$ cat src/rtl/aes_core_arbiter_if.sv
// Request/response bundle between the two bus-side clients and the AES core arbiter.
// Both requesters share one bundle: bit i (or slice [128*i +: 128]) belongs to requester i.
interface aes_core_arbiter_if;
    logic [1:0]   req_valid;
    logic [1:0]   req_ready;
    logic [255:0] req_text;
    logic [255:0] req_key;
    logic [1:0]   req_mode;
    logic [1:0]   rsp_valid;
    logic [1:0]   rsp_ready;
    logic [127:0] rsp_data;

    modport master (
        output req_valid, req_text, req_key, req_mode, rsp_ready,
        input  req_ready, rsp_valid, rsp_data
    );

    modport slave (
        input  req_valid, req_text, req_key, req_mode, rsp_ready,
        output req_ready, rsp_valid, rsp_data
    );
endinterface

$ cat src/rtl/aes_core_arbiter.sv
// Round-robin arbiter that time-shares one combinational AES-128 core between two requesters.
// Define AES_ARB_STATS_EN to add the per-requester completed-operation counters stat_ops0/stat_ops1.
module aes_core_arbiter #(
    parameter int unsigned SETTLE_CYCLES = 2
) (
    input  logic                clk,
    input  logic                rst,
    aes_core_arbiter_if.slave   bus,
    output logic [127:0]        core_text,
    output logic [127:0]        core_key,
    output logic                core_flag,
    input  logic [127:0]        core_result,
    output logic                busy
`ifdef AES_ARB_STATS_EN
    ,
    output logic [15:0]         stat_ops0,
    output logic [15:0]         stat_ops1
`endif
);

    localparam logic [1:0] ST_IDLE = 2'd0;
    localparam logic [1:0] ST_WAIT = 2'd1;
    localparam logic [1:0] ST_RESP = 2'd2;

    localparam logic [3:0] SETTLE_LOAD = 4'(SETTLE_CYCLES - 1);

    logic [1:0]   state;
    logic [3:0]   cnt;
    logic         owner;
    logic         last_grant;
    logic [127:0] rsp_data_q;

    logic         grant_any;
    logic         grant_idx;
    logic         rsp_done;

    // NOTE: every output of an always_comb gets a default first, so no path can infer a latch.
    always_comb begin
        grant_any = 1'b0;
        grant_idx = 1'b0;
        case (bus.req_valid)
            2'b01:   begin grant_any = 1'b1; grant_idx = 1'b0;        end
            2'b10:   begin grant_any = 1'b1; grant_idx = 1'b1;        end
            2'b11:   begin grant_any = 1'b1; grant_idx = ~last_grant; end
            default: ;
        endcase
    end

    // Ready is withheld while reset is asserted so no client sees a handshake that is dropped.
    assign bus.req_ready = (state == ST_IDLE && grant_any && !rst) ? (2'b01 << grant_idx) : 2'b00;
    assign bus.rsp_valid = (state == ST_RESP) ? (2'b01 << owner) : 2'b00;
    assign bus.rsp_data  = rsp_data_q;
    assign busy          = (state != ST_IDLE);
    assign rsp_done      = (state == ST_RESP) && bus.rsp_ready[owner];

    // NOTE: sequential state uses non-blocking assignments only, so every register samples pre-edge values.
    always_ff @(posedge clk) begin
        if (rst) begin
            state      <= ST_IDLE;
            cnt        <= '0;
            owner      <= 1'b0;
            last_grant <= 1'b1;
            // NOTE: the wide datapath registers are reset too, because their reset value is observable.
            core_text  <= '0;
            core_key   <= '0;
            core_flag  <= 1'b0;
            rsp_data_q <= '0;
        end else begin
            case (state)
                ST_IDLE: begin
                    if (grant_any) begin
                        core_text <= grant_idx ? bus.req_text[255:128] : bus.req_text[127:0];
                        core_key  <= grant_idx ? bus.req_key[255:128]  : bus.req_key[127:0];
                        core_flag <= bus.req_mode[grant_idx];
                        owner     <= grant_idx;
                        cnt       <= SETTLE_LOAD;
                        state     <= ST_WAIT;
                    end
                end
                ST_WAIT: begin
                    // Core inputs have been stable for the full settle window once cnt reaches zero.
                    if (cnt == 4'd0) begin
                        rsp_data_q <= core_result;
                        state      <= ST_RESP;
                    end else begin
                        cnt <= cnt - 4'd1;
                    end
                end
                ST_RESP: begin
                    if (rsp_done) begin
                        last_grant <= owner;
                        state      <= ST_IDLE;
                    end
                end
                default: state <= ST_IDLE;
            endcase
        end
    end

`ifdef AES_ARB_STATS_EN
    always_ff @(posedge clk) begin
        if (rst) begin
            stat_ops0 <= '0;
            stat_ops1 <= '0;
        end else if (rsp_done) begin
            if (owner) stat_ops1 <= stat_ops1 + 16'd1;
            else       stat_ops0 <= stat_ops0 + 16'd1;
        end
    end
`endif

endmodule

$ cat src/flat_wrapper.sv
// flat-port wrapper written by rule: the top's interface ports become plain ports
module aes_core_arbiter_flat 
#(
    parameter int unsigned SETTLE_CYCLES = 2
)
  (clk, rst, core_text, core_key, core_flag, core_result, busy, bus_req_valid, bus_req_text, bus_req_key, bus_req_mode, bus_rsp_ready, bus_req_ready, bus_rsp_valid, bus_rsp_data);
  aes_core_arbiter_if bus_i ();
  input  logic clk;
  input  logic rst;
  output logic [127:0] core_text;
  output logic [127:0] core_key;
  output logic core_flag;
  input  logic [127:0] core_result;
  output logic busy;
  input wire logic [$bits(bus_i.req_valid)-1:0] bus_req_valid;
  input wire logic [$bits(bus_i.req_text)-1:0] bus_req_text;
  input wire logic [$bits(bus_i.req_key)-1:0] bus_req_key;
  input wire logic [$bits(bus_i.req_mode)-1:0] bus_req_mode;
  input wire logic [$bits(bus_i.rsp_ready)-1:0] bus_rsp_ready;
  output wire logic [$bits(bus_i.req_ready)-1:0] bus_req_ready;
  output wire logic [$bits(bus_i.rsp_valid)-1:0] bus_rsp_valid;
  output wire logic [$bits(bus_i.rsp_data)-1:0] bus_rsp_data;
  assign bus_i.req_valid = bus_req_valid;
  assign bus_i.req_text = bus_req_text;
  assign bus_i.req_key = bus_req_key;
  assign bus_i.req_mode = bus_req_mode;
  assign bus_i.rsp_ready = bus_rsp_ready;
  assign bus_req_ready = bus_i.req_ready;
  assign bus_rsp_valid = bus_i.rsp_valid;
  assign bus_rsp_data = bus_i.rsp_data;
  aes_core_arbiter #(.SETTLE_CYCLES(SETTLE_CYCLES)) u_core (.clk(clk), .rst(rst), .bus(bus_i), .core_text(core_text), .core_key(core_key), .core_flag(core_flag), .core_result(core_result), .busy(busy));
endmodule
$ cat config.mk
export PLATFORM = sky130hd
export DESIGN_NAME = aes_core_arbiter_flat
export DESIGN_NICKNAME = d
export VERILOG_FILES = /design/src/rtl/aes_core_arbiter_if.sv /design/src/rtl/aes_core_arbiter.sv /design/src/flat_wrapper.sv
export SDC_FILE = /design/constraint.sdc
export NUM_CORES = 1
export LEC_CHECK = 0
export CAP_MARGIN = 5
export CORE_AREA = 2 2 402 404
export CTS_CLUSTER_SIZE = 10
export DETAILED_ROUTE_END_ITERATION = 7
export DIE_AREA = 0 0 404 406
export GPL_TIMING_DRIVEN = 1
export PLACE_DENSITY_LB_ADDON = 0.3
export SLEW_MARGIN = 20
export SYNTH_ARGS = -nofsm -noshare
export SYNTH_HDL_FRONTEND = slang
export SYNTH_SLANG_ARGS = --single-unit
$ cat constraint.sdc
create_clock -name clk -period 1.84 [get_ports clk]
set_clock_uncertainty 0.05 [all_clocks]
set_input_delay 0.368 -clock clk [delete_from_list [all_inputs] [get_ports clk]]
set_output_delay 0.368 -clock clk [all_outputs]
set_load 0.005 [all_outputs]
# == After elaboration in Yosys (flattened, before gate mapping) ==
# Index checks and enable logic that the tools add are counted.
# word_totals
reg_bits,393
inputBits,648
output_inout_bits,390
word_cells,54
# classes
add_sub_neg,1
order_cmp,2
eq_ne,9
shift,2
muxes,17
bitwise_logic,1
reduce_logical,14
# ops
operator,count
128-bit 2-to-1 mux,2
2-bit 2-to-1 mux,5
4-bit 2-to-1 mux,2
4-bit one-hot mux with 2 select lines,1
2-bit equality test (second input constant),3
2-bit by 1-bit inequality test with 1-bit output (second input constant),3
2-bit one-hot mux with 3 select lines,1
2-bit AND reduction,3
3-bit AND reduction,2
1-bit 2-to-1 mux,5
2-bit by 1-bit equality test with 1-bit output (second input constant),2
4-bit zero test,1
1-bit by 2-bit less-than comparator with 1-bit output (second input constant),2
2-bit nonzero test,2
1-bit by 1-bit left shift with 2-bit output (first input constant),2
4-bit by 1-bit subtractor with 4-bit output (second input constant),1
1-bit logical AND,3
3-bit OR reduction,1
2-bit zero test,1
2-bit inequality test (second input constant),1
1-bit one-hot mux with 2 select lines,1
1-bit zero test,1
1-bit NOT,1

# == Logic depth before layout (Yosys ltp) ==
# Gate-level depths: netlist of run 1.
# depth
depth_word,6
depth_mapped,7
ltp_nobuf,5

# == Least setup slack after synthesis of run 1 ==
# Ideal clock, no wire load.
# synth_path
kind,flip-flop to flip-flop
startpoint,register u_core.cnt[0]
endpoint,"register u_core.rsp_data_q[17], in the netlist u_core.bus.rsp_data[17]"
setup_time_ns,0.132
arrival_ns,1.470
setup_slack_ns,0.188
path_stages_with_launch,8
path_buffers,2
path_cell_list,dfxtp_1 inv_1 ha_1 or3b_1 clkbuf_1 clkbuf_1 o21ai_0 a21oi_1
# synth_via
elab_chain_cells,2
# synth_rtl
element,line,rtl
from (decl),aes_core_arbiter.sv:28,logic [3:0] cnt;
from (signal assigned),aes_core_arbiter.sv:86,cnt <= cnt - 4'd1;
4-bit zero test,aes_core_arbiter.sv:82,if (cnt == 4'd0) begin
2-bit AND reduction (no source line),-,
to (signal assigned),aes_core_arbiter.sv:83,rsp_data_q <= core_result;
to (decl),aes_core_arbiter.sv:31,logic [127:0] rsp_data_q;
# No other way between the ends.
# A chain may end at the register's enable or synchronous reset.

# == Worst setup path in the final report of run 1 ==
# layout_path
startpoint,register u_core.state[1]
endpoint,register u_core.core_key[122]
# layout_via
elab_chain_cells,2
# layout_rtl
element,line,rtl
from (decl),aes_core_arbiter.sv:27,logic [1:0] state;
from (signal assigned),aes_core_arbiter.sv:59,state <= ST_IDLE;
from (signal assigned),aes_core_arbiter.sv:77,state <= ST_WAIT;
from (signal assigned),aes_core_arbiter.sv:84,state <= ST_RESP;
2-bit zero test,aes_core_arbiter.sv:69,case (state)
2-bit AND reduction (no source line),-,
to (signal assigned),aes_core_arbiter.sv:73,core_key <= grant_idx ? bus.req_key[255:128] : bus.req_key[127:0];
to (decl),aes_core_arbiter.sv:10,"output logic [127:0] core_key,"
# No other way between the ends.

==> results of run 1 <==
power groups by stage:
stage | combinational (W) | clock [W] | sequential [W]
6_report | 0.0111 | 0.0108 | 0.0106
3_3_place_gp | 0.0103 | 0 | 0.0108
4_1_cts | 0.0103 | 0.0112 | 0.0106
3_5_place_dp | 0.0103 | 0 | 0.0108
5_1_grt | 0.0118 | 0.0115 | 0.0108
2_1_floorplan | 0.00333 | 0 | 0.0106
layout make-up:
type                            instances  area, um^2
Fill cell                           17600      127000
Timing Repair Buffer                 1210       12400
Sequential cell                       393        7930
Multi-Input combinational cell        940        7290
Tap cell                             2086        2610
Clock buffer                           84        1620
Inverter                               60         240
Clock inverter                         13         124
Antenna cell                            9        22.5
cell families after synthesis:
kind of cell | after synthesis
AOI/OAI and AO/OA | 784
adders and majority gates | 2
DFF | 393
and+or+nand+nor | 153
muxes | 1
buffers and inverters | 275
path summary, 6_finish.rpt:
path	from	to	slack (ps)
worst min-delay path	core_result[104]	u_core.bus.rsp_data[104]	250
worst max-delay path	u_core.state[1]	u_core.core_key[122]	-280
worst min register to register	u_core.bus.rsp_data[12]	u_core.bus.rsp_data[12]	420
worst max register to register	u_core.state[1]	u_core.core_key[122]	-280
placed cells by master, fill, tap and decap left out, types with 58 or more instances in the layout:
cell,Yosys,routed
clkdlybuf4s50_1,0,646
dfxtp_1,393,357
dlygate4sd2_1,0,282
a221o_1,257,257
o211a_1,202,202
a21oi_1,132,132
nand3_1,129,129
o21ai_0,127,125
buf_4,0,122
clkbuf_16,0,70
inv_1,58,58
through the flow:
stage | total power (W) | TNS [ps]
final | 0.0325 | -36380
after global routing | 0.0340 | -52580
after CTS | 0.0322 | -31040
after detailed placement | 0.0210 | -122470
after global placement | 0.0211 | -123020
after floorplan | 0.0139 | 0
critical path: stages, from the launching register on:
cell	delay [ps]
dfxtp_4	350
buf_4	150
buf_6	130
nor2_4	180
inv_8	110
buf_16	180
buf_16	170
buf_12	170
o211a_1	220
a221o_1	260
routing by layer:
| metal | routed length [um] | global-route usage [%] |
|---|---|---|
| met4 | 2890 | 3.29 |
| met3 | 11700 | 5.11 |
| met1 | 55200 | 17.9 |
| met2 | 64000 | 25.0 |
| met5 | 40 | 0 |
state kept, by name, summed over array words and instances, names as in the netlist:
name                 count
u_core.state             2
u_core.cnt               4
u_core.owner             1
u_core.core_text       128
u_core.last_grant        1
u_core.bus.rsp_data    128
u_core.core_flag         1
u_core.core_key        128
what timing repair did:
| action | 4_1_cts | 5_1_grt |
|---|---|---|
| cloned | 8 | 19 |
| setup buffers | 11 | 8 |
| pin swaps | 32 | 9 |
| resized for setup | 594 | 43 |
| setup endpoints to repair | 399 | 310 |
==> flow_metrics.env, run 1 <==
export IMPL_final_cell_count_no_fill=4795
export IMPL_ys_warn_count=0
export IMPL_place_hpwl_um=101000
export IMPL_cts_tree="yes"
export IMPL_placed_cell_area_mm2=0.0297
export IMPL_dieHeight_um=406
export IMPL_hp_class="input port to register"
export IMPL_std_cell_rows=147
export IMPL_yosysTopAreaCell="dfxtp_1"
export IMPL_grt_pass1_vias=19200
export IMPL_ys_ff_latch=393
export IMPL_startpoint_type="register"
export IMPL_port_buffers=1037
export IMPL_rr_worst_depth=9
export IMPL_numCtsBuffers=54
export IMPL_status="complete, but fails checks"
export IMPL_slew_headroom_pct=74.0
export IMPL_fmax_mhz=471
export IMPL_synth_flop_cell="dfxtp_1"
export IMPL_hold_viol_final=0
export IMPL_synth_fa_ha_area_share_pct=0.153
export IMPL_grt_max_degree=65
export IMPL_cp_max_fo=8
export IMPL_grt_pass1_wl_um=169000
export IMPL_netlist_area_mm2=0.0164
export IMPL_p_seq_share_pct=32.7
export IMPL_cts_htree_levels=2
export IMPL_synth_top_cell_area_share_pct=48.0
export IMPL_cts_buffer_depth=3
export IMPL_finalSetupViolations=209
export IMPL_fin_ws_ps=-285
export IMPL_avgSynthCellArea_um2=10.2
export IMPL_worst_slew_pin_slew_ps=391
export IMPL_worstSetupPathType="register to register"
export IMPL_gp_congestion=0.859
export IMPL_clk_latency_ps=630
export IMPL_overflow=0
export IMPL_synth_simple_gate_area_share_pct=4.86
export IMPL_internal_power_w=0.0214
export IMPL_synth_top_family_by_area="compound AO/OA/AOI/OAI gates"
export IMPL_cp_arrival_ps=2580
export IMPL_final_nets=3309
export IMPL_power_density_mw_per_mm2=1010
export IMPL_track_usage_pct=14.8
export IMPL_synthXorXnorAreaFrac_pct=0
export IMPL_cp_data_required_time_ps=2300
export IMPL_avgRoutedWirePerCell_um=27.9
export IMPL_hold_depth=3
export IMPL_yosysSeqAreaShare_pct=48.0
export IMPL_dp_cells=4644
export IMPL_ios=1038
export IMPL_cts_sinks=393
export IMPL_combPwrFrac_pct=34.0
export IMPL_cap_violations=0
export IMPL_dr_pass1_iters=5
export IMPL_place_ws_ps=-553
export IMPL_holdWs_ps=250
export IMPL_die_area_mm2=0.164
export IMPL_postLayoutCellArea_mm2=0.0322
export IMPL_syn2layout_area_growth_pct=96.3
export IMPL_slew_violations=0
export IMPL_p_leak_nw=14.6
export IMPL_synth_fp_nets=2258
export IMPL_syn_inst=1608
export IMPL_routed_wl_um=134000
export IMPL_final_antenna_net_count=0
export IMPL_period_minus_slack_ps=2120
export IMPL_yosysMostFrequentCell="dfxtp_1"
export IMPL_synth_compound_area_share_pct=38.9
export IMPL_p_clk_share_pct=33.3
export IMPL_drive_above_1_share_pct=14.8
export IMPL_cts_reportedPaths_clkPinSlew_ps=60
export IMPL_synth_mux_area_share_pct=0.0610
export IMPL_start_util_pct=10.3
export IMPL_cts_hold_buffers_added=0
export IMPL_finish_utilization_pct=20.2
export IMPL_synthTopCellsByCount="393 x dfxtp_1, 257 x a221o_1, 202 x o211a_1"
export IMPL_vias=18900
export IMPL_p_switching_w=0.0111
export IMPL_netSwitchingFraction_pct=34.1
export IMPL_synth_area_leaders="dfxtp_1 48%, a221o_1 16%, o211a_1 12%, a21oi_1 4.0%, nand3_1 3.9%"
export IMPL_vias_per_cell=3.95
export IMPL_synth_edf_count=0
export IMPL_irDropWorstVdd_mv=0.601
export IMPL_violations="negative setup slack"
export IMPL_yosysUniqueCellTypes=37
export IMPL_drtIter0Drc=1264
export IMPL_finalCritPeriodShare_pct=115
export IMPL_antenna_found_initial=38
export IMPL_core_mm2=0.160
export IMPL_async_flop_share_pct=0
export IMPL_rsz0062_at_grt="true"
export IMPL_drc_errors=0
export IMPL_cts_root_buf="clkbuf_16"
export IMPL_die_w_um=404
export IMPL_cp_end_kind="register"
Power figures use the tool's default switching activity.
==> run 2, diff against run 1 <==
--- a/config.mk
+++ b/config.mk
@@ -12,4 +12,5 @@
 export DIE_AREA = 0 0 404 406
 export GPL_TIMING_DRIVEN = 1
+export MAX_ROUTING_LAYER = met4
 export PLACE_DENSITY_LB_ADDON = 0.3
 export SLEW_MARGIN = 20
==> constraint.sdc (replaced) <==
create_clock -name clk -period 1.84 [get_ports clk]
set_clock_uncertainty 0.05 [all_clocks]
set_input_delay 0.184 -clock clk [delete_from_list [all_inputs] [get_ports clk]]
set_output_delay 0.184 -clock clk [all_outputs]
set_load 0.005 [all_outputs]
==> run 2 against run 1 <==
Effect of this change:
- the run still ends with negative setup slack left
- maximum frequency is 12% higher
- sequential cell count stayed put
- wire length is 1.9% lower
- non-clock buffer count is 40 higher
- largest cell class unchanged
==> flow_metrics.env, run 2 (synthesized netlist as in run 1, its figures left out) <==
export IMPL_gp_congestion=0.857
export IMPL_dieHeight_um=406
export IMPL_hold_viol_final=0
export IMPL_cts_root_buf="clkbuf_16"
export IMPL_slew_violations=0
export IMPL_cts_htree_levels=2
export IMPL_antenna_found_initial=43
export IMPL_cp_arrival_ps=2370
export IMPL_hp_class="input port to register"
export IMPL_cts_reportedPaths_clkPinSlew_ps=60
export IMPL_cp_buffers_inverters=4
export IMPL_finalSetupViolations=74
export IMPL_irDropWorstVdd_mv=0.594
export IMPL_syn2layout_area_growth_pct=99.7
export IMPL_final_nets=3348
export IMPL_p_leak_nw=14.2
export IMPL_port_buffers=1037
export IMPL_final_antenna_net_count=0
export IMPL_routed_wl_um=131000
export IMPL_drtIter0Drc=1300
export IMPL_met1_usage_pct=17.7
export IMPL_avgRoutedWirePerCell_um=27.1
export IMPL_die_w_um=404
export IMPL_vias_per_cell=3.98
export IMPL_status="complete, but fails checks"
export IMPL_grt_pass1_wl_um=166000
export IMPL_ios=1038
export IMPL_drc_errors=0
export IMPL_clk_latency_ps=640
export IMPL_cp_max_fo=20
export IMPL_violations="negative setup slack"
export IMPL_period_minus_slack_ps=1900
export IMPL_finalCritPeriodShare_pct=103
export IMPL_grt_pass1_vias=19200
export IMPL_place_ws_ps=-371
export IMPL_worst_slew_pin_slew_ps=435
export IMPL_cts_sinks=393
export IMPL_cts_buffer_depth=3
export IMPL_cts_tree="yes"
export IMPL_cp_top_family="buffers and inverters"
export IMPL_core_mm2=0.160
export IMPL_use_met2_pct=24.3
export IMPL_startpoint_type="register"
export IMPL_cp_data_required_time_ps=2310
export IMPL_crit_slowest_cell="dfxtp_2"
export IMPL_max_stage_delay_ps=330
export IMPL_grt_most_used_layer="met2"
export IMPL_track_usage_pct=14.9
export IMPL_power_density_mw_per_mm2=999
export IMPL_rsz0062_at_grt="true"
export IMPL_cp_end_kind="register"
export IMPL_overflow=0
export IMPL_holdWs_ps=74.0
export IMPL_final_common_cell="clkdlybuf4s50_1"
export IMPL_grt_max_degree=79
export IMPL_die_area_mm2=0.164
export IMPL_numCtsBuffers=53
export IMPL_start_util_pct=10.3
export IMPL_drive_above_1_share_pct=11.7
export IMPL_slew_headroom_pct=71.1
export IMPL_finish_utilization_pct=20.5
export IMPL_dr_pass1_iters=5
export IMPL_worstSetupPathType="register to register"
export IMPL_std_cell_rows=147
export IMPL_path_cells="buf_6 > nor2_4 > inv_8 > buf_16 > clkbuf_16 > o211a_1 > a221o_1"
export IMPL_vias=19300
export IMPL_mostFrequentLayoutCells="853 x clkdlybuf4s50_1, 370 x dfxtp_1, 257 x a221o_1, 202 x o211a_1, 154 x dlygate4sd2_1"
export IMPL_grt_util_met3_pct=5.10
export IMPL_fin_ws_ps=-57.7
export IMPL_place_hpwl_um=99900
export IMPL_fmax_mhz=527
export IMPL_cap_violations=0
[run 2: metal layers]
layer | routed length (um) | up-vias
met5 | 0 | -
li1 | - | 8585
met3 | 11800 | 115
met4 | 2340 | 0
met2 | 63300 | 988
met1 | 53800 | 9574
[run 2: report_power, final]
group / switching (W) / total [W] / internal, W
Clock: 0.00444 / 0.0109 / 0.00647
Sequential: 0.000891 / 0.0106 / 0.00974
Combinational: 0.00553 / 0.0112 / 0.00565
Total: 0.0109 / 0.0327 / 0.0219
[run 2: worst reg2reg max path, cell delays in order, from the launching register on]
cell	delay, ps
dfxtp_2	330
buf_6	130
nor2_4	170
inv_8	80
buf_16	180
clkbuf_16	370
o211a_1	230
a221o_1	250
[run 2: metrics by stage]
| stage | cells | power (W) | instance area (um^2) | setup TNS (ps) |
|---|---|---|---|---|
| global placement | 4644 | 0.0210 | 29700 | -64830 |
| finish | 4841 | 0.0327 | 32700 | -1820 |
| CTS | 4788 | 0.0322 | 31900 | -6150 |
| floorplan | 1608 | 0.0139 | 16400 | 0 |
| global route | 4837 | 0.0342 | 32700 | -9940 |
| detailed placement | 4644 | 0.0209 | 29700 | -64280 |
[run 2: layout make-up]
cell class | count | area, um^2
Fill cell | 17500 | 127000
Timing Repair Buffer | 1250 | 12900
Sequential cell | 393 | 7910
Multi-Input combinational cell | 940 | 7270
Tap cell | 2086 | 2610
Clock buffer | 80 | 1590
Inverter | 60 | 240
Clock inverter | 15 | 184
Antenna cell | 17 | 42.5
[run 2: repair_timing]
action	CTS	global route
hold buffers	39	0
gates resized for setup	222	54
hold endpoints to repair	39	0
endpoints found under the setup margin	221	286
pin swaps	4	91
gates cloned	2	28
buffers inserted	8	8
[run 2: worst paths after layout]
check                           slack (ps)  cells after the start                        to                      from
worst max-delay path                   -60                      7      u_core.core_key[109]           u_core.state[1]
worst min-delay path                    70                      3   u_core.bus.rsp_data[15]           core_result[15]
worst max register to register         -60                      7      u_core.core_key[109]           u_core.state[1]
worst min register to register         420                      2  u_core.bus.rsp_data[126]  u_core.bus.rsp_data[126]
